## src/rtl/even_parity_checker_rx.sv

```systemverilog
// Bit-serial even-parity frame receiver: DATA_W data bits LSB first, then one parity bit.
// Define PARITY_ERR_CNT_EN to add the saturating err_cnt output.
module even_parity_checker_rx #(
    parameter int unsigned DATA_W = 32'd3,
    parameter int unsigned CNT_W  = 32'd8
) (
    input  logic              clk,
    input  logic              rst,
    input  logic              sin,
    input  logic              sin_vld,
    input  logic              sof,
    output logic [DATA_W-1:0] data_out,
    output logic              out_vld,
    output logic              par_err,
    output logic              busy
`ifdef PARITY_ERR_CNT_EN
    ,
    output logic [CNT_W-1:0]  err_cnt
`endif
);

    if ((DATA_W < 32'd1) || (DATA_W > 32'd32) || (CNT_W < 32'd1)) begin : g_bad_param
        $error("even_parity_checker_rx: DATA_W must be 1..32 and CNT_W at least 1");
    end

    typedef enum logic [1:0] {
        ST_IDLE   = 2'd0,
        ST_DATA   = 2'd1,
        ST_PARITY = 2'd2
    } state_t;

    state_t            state_r;
    logic [DATA_W-1:0] shift_r;
    // One-hot pointer to the data bit the next accepted sample lands in.
    logic [DATA_W-1:0] pos_r;
    logic              par_r;

`ifdef PARITY_ERR_CNT_EN
    localparam logic [CNT_W-1:0] ERR_MAX = {CNT_W{1'b1}};
`endif

    function automatic logic par_fold(input logic acc, input logic bit_in);
        return acc ^ bit_in;
    endfunction

    // Frame FSM, deserialiser, running parity and all registered outputs.
    always_ff @(posedge clk) begin
        if (rst) begin
            state_r  <= ST_IDLE;
            shift_r  <= {DATA_W{1'b0}};
            pos_r    <= {DATA_W{1'b0}};
            par_r    <= 1'b0;
            data_out <= {DATA_W{1'b0}};
            out_vld  <= 1'b0;
            par_err  <= 1'b0;
            busy     <= 1'b0;
`ifdef PARITY_ERR_CNT_EN
            err_cnt  <= {CNT_W{1'b0}};
`endif
        end else begin
            out_vld <= 1'b0;
            if (sin_vld) begin
                if (sof) begin
                    // sof always (re)starts a frame; any partial frame is dropped silently.
                    shift_r <= DATA_W'(sin);
                    pos_r   <= DATA_W'(2'b10);
                    par_r   <= sin;
                    busy    <= 1'b1;
                    state_r <= (DATA_W == 32'd1) ? ST_PARITY : ST_DATA;
                end else begin
                    case (state_r)
                        ST_IDLE: begin
                            state_r <= ST_IDLE;
                        end
                        ST_DATA: begin
                            shift_r <= (shift_r & ~pos_r) | (pos_r & {DATA_W{sin}});
                            pos_r   <= pos_r << 1'b1;
                            par_r   <= par_fold(par_r, sin);
                            if (pos_r[DATA_W-1]) begin
                                state_r <= ST_PARITY;
                            end else begin
                                state_r <= ST_DATA;
                            end
                        end
                        ST_PARITY: begin
                            data_out <= shift_r;
                            par_err  <= par_fold(par_r, sin);
                            out_vld  <= 1'b1;
                            busy     <= 1'b0;
                            state_r  <= ST_IDLE;
`ifdef PARITY_ERR_CNT_EN
                            if (par_fold(par_r, sin) && (err_cnt != ERR_MAX)) begin
                                err_cnt <= err_cnt + CNT_W'(1'b1);
                            end else begin
                                err_cnt <= err_cnt;
                            end
`endif
                        end
                        default: begin
                            state_r <= ST_IDLE;
                            busy    <= 1'b0;
                        end
                    endcase
                end
            end else begin
                state_r <= state_r;
            end
        end
    end

endmodule

```

## config.mk

```make
export PLATFORM = sky130hd
export DESIGN_NAME = even_parity_checker_rx
export DESIGN_NICKNAME = d
export VERILOG_FILES = /design/src/rtl/even_parity_checker_rx.sv
export SDC_FILE = /design/constraint.sdc
export NUM_CORES = 1
export LEC_CHECK = 0
export ABC_AREA = 1
export CAP_MARGIN = 20
export CELL_PAD_IN_SITES_DETAIL_PLACEMENT = 1
export CELL_PAD_IN_SITES_GLOBAL_PLACEMENT = 2
export CORE_MARGIN = 3
export CORE_UTILIZATION = 29
export DETAILED_ROUTE_END_ITERATION = 8
export PLACE_DENSITY = 0.78
export SETUP_SLACK_MARGIN = 0.15
export SLEW_MARGIN = 20
export SYNTH_ARGS = -nofsm -noshare
export SYNTH_HDL_FRONTEND = slang
export SYNTH_SLANG_ARGS = --single-unit
```

## constraint.sdc

```tcl
create_clock -name clk -period 2.6 [get_ports clk]
set_input_delay 0.52 -clock clk [delete_from_list [all_inputs] [get_ports clk]]
set_output_delay 0.52 -clock clk [all_outputs]
set_load 0.005 [all_outputs]
```

==> summary.txt <==
Global route
  • First-pass GRT wire length: 2480 um
  • Largest net degree at the start of global routing: 9
  • Initial antenna violation count: 0
  • Vias in the first global route: 586
  • Gr ovfl total: 0
  • Total GRT Usage: 0.126

Worst setup path
  • CP Max Fanout: 2
  • Reg2reg setup slack: 1.52 ns
  • Slowest CP cell: clkdlybuf4s50_1
  • Setup CP Type: reg2out
  • FF-to-FF Start: state_r[1]$_SDFFE_PP0P_
  • WP buf/inv: 1
  • Delay-heaviest family, CP: buffers and inverters
  • Crit path DAT: 1.12 ns
  • Startpoint types: register
  • CP endpoint kind: output pin
  • Worst reg-to-reg path cell count: 4
  • Worst reg2reg endpoint: par_err$_SDFFE_PP0P_
  • Worst setup path startpoint: data_out[1]$_SDFFE_PP0P_
  • CP required: 2.08 ns
  • CP peak stage delay: 0.51 ns
  • Critical-path cell list: clkdlybuf4s50_1

Clocking
  • CTS sink count: 14
  • Cts hold-fix bufs: 0
  • H-Tree Depth: 1
  • Post_cts resized: 0
  • CTS buffer count: 3
  • Skew-Pair Late Insertion Delay: 0.27 ns
  • Post-CTS Setup Inserts: 0
  • CTS root buffer: clkbuf_4
  • Worst-path clk slew: 0.09 ns
  • CTS tree: yes
  • Clk buf depth: 2

Cells and area
  • Share of layout cells above drive strength 1: 0.0909
  • Finished Core Util: 0.391
  • Final non-filler cell area: 776 um^2
  • Nets: 105
  • Antenna cells: 0
  • P&R area growth vs syn: 25.8%

Min path
  • HP Start: shift_r[1]$_SDFFE_PP0P_
  • Worst hold path class: reg2reg
  • Endpoint, Worst Hold: shift_r[1]$_SDFFE_PP0P_
  • Hold Path Depth: 2

Outcome
  • Status: finished, final reports clean

Flow run
  • Max-Cap Viols: 0

Timing
  • Worst Setup Slack, final: 0.957 ns
  • Unrepaired setup endpoints after global routing: false
  • Final-report max-slew violation count: 0
  • Period utilization: 0.632
  • Min Tclk post-route: 1.64 ns
  • Final hold slack: 0.463 ns
  • Slew @ Worst Pin: 0.376 ns
  • Max Freq: 0.609 GHz
  • Setup violators final: 0
  • Relative slew margins: 0.748
  • Setup TNS: 0 ns
  • Final hold vios: 0
  • Setup Skew: 0.00237 ns

Synth
  • Async SR Flop Fraction: 0
  • Yosys top cell area share: 0.454
  • Most frequent cell after synthesis: nand2_1
  • Yosys cell types: 16
  • Syn avg cell area: 7.09 um^2
  • Simple-gate area share of the yosys netlist: 0.367
  • Cell area after synthesis: 617 um^2
  • Post-synthesis xor/xnor area fraction: 0
  • Gate Count Post-Synth: 87
  • Synthesized flop and latch total: 14
  • Synth Area in Adders: 0
  • Post-synth EDFFs: 0
  • Synth cell count leaders: nand2_1 (25), dfxtp_1 (14), nor2_1 (13)
  • Predominant post-synthesis flop cell: dfxtp_1
  • Compound-Gate Fraction of Synth Area: 0.0933
  • Multiplexer share of the synthesized area: 0
  • Seq/Total Area, Yosys: 0.454
  • Area contributors post-synth: dfxtp_1 (45%), nand2_1 (15%), nor2_1 (7.9%)
  • Main combinational cell family by area after synthesis: simple AND/OR/NAND/NOR gates
  • Ys Warns: 0
  • Syn_nets: 92
  • Yosys top cell by area: dfxtp_1

Floorplanning
  • I/O Pins: 11
  • Starting Density: 0.311
  • Die H: 52.1 um
  • Die width: 52.1 um
  • Overall die area: 0.00272 mm^2
  • Row count: 16
  • Core ar.: 0.00198 mm^2

Pwr
  • Internal power: 322 uW
  • Sw Ratio: 0.238
  • Power Density: 544 mW/mm^2
  • Clock power share: 0.370
  • Gate power share: 0.096
  • Worst vdd rail ir drop: 0.256 mV
  • Part of the power in registers: 0.534
  • Switch Pwr: 101 uW
  • P_leak: 0.000312 uW

Routing
  • Drt wl/cell: 11.1 um
  • Starting DRT DRC Count: 2
  • Residual DRC: 0
  • First-pass iteration count of the detailed router: 3
  • Final ANT Viol Nets: 0
  • Drt via density: 4.37
  • Vias: 550
  • Final wirelength: 1400 um

Placement
  • Placed cell areas: 739 um^2
  • DP Worst Slack: 0.668 ns
  • Hpwl dp: 1140 um
  • GPL Wtd Cong: 0.760
  • I/O Buffers: 10
-- power groups by stage --
stage	Combinational, uW	Sequential (uW)	Clock, uW
after global routing	46.5	227	172
final	40.6	225	156
after CTS	41.0	226	164
after floorplan	25.6	229	0
after detailed placement	40.8	231	0
after global placement	41.2	231	0
-- cells in the final DEF (no fill, tap or decap), types with 3 or more instances in the layout --
cell	instances
dfxtp_1	14
nand3_1	3
clkdlybuf4s50_1	10
nand2_1	25
clkbuf_4	3
inv_1	11
a21oi_1	8
nor2_1	13
-- worst max-delay path by stage --
stage	endpoint	depth (start not counted)	slack [ns]
after floorplan	par_err$_SDFFE_PP0P_	5	1.38
after global placement	par_r$_SDFFE_PP0P_	6	0.73
after detailed placement	par_err$_SDFFE_PP0P_	5	0.67
after CTS	par_err	1	0.93
after global routing	data_out[0]$_SDFFE_PP0P_	6	0.88
final	data_out[1]	1	0.96
-- cells by family (layout without fill, tap and decap cells) --
logic type / count (synthesis) / after routing
AO/OA/AOI/OAI: 11 / 11
buffers and inverters: 13 / 25
AND/OR/NAND/NOR: 49 / 49
flip-flops: 14 / 14
-- worst register-to-register path: cells and delay by family, from the launching register on --
kind	cells	cell delay [ns]
AND/OR/NAND/NOR	4	0.56
flip-flops	1	0.42
-- layer usage --
metal  part of all wire  track usage
met1               0.46        0.151
met2               0.50        0.207
met3              0.034       0.0258
met4             0.0072       0.0655
met5                  0            0
-- stage by stage --
step                total power, uW  instances
floorplan                       255         87
global placement                272        122
detailed placement              271        122
CTS                             431        126
global route                    445        126
finish                          422        126
-- state kept, by name (all words and copies together) (netlist names) --
signal / flops
par_err: 1
par_r: 1
shift_r: 3
data_out: 3
out_vld: 1
busy: 1
pos_r: 2
state_r: 2
-- area by class of cell --
class | count | area (um^2)
multi-input cells | 60 | 284
repair buffers | 10 | 100
clock buffers | 4 | 36.3
fillers | 259 | 1210
flip-flops and latches | 14 | 280
well taps | 27 | 33.8
inverters | 11 | 41.3
Power figures use the tool's default switching activity.
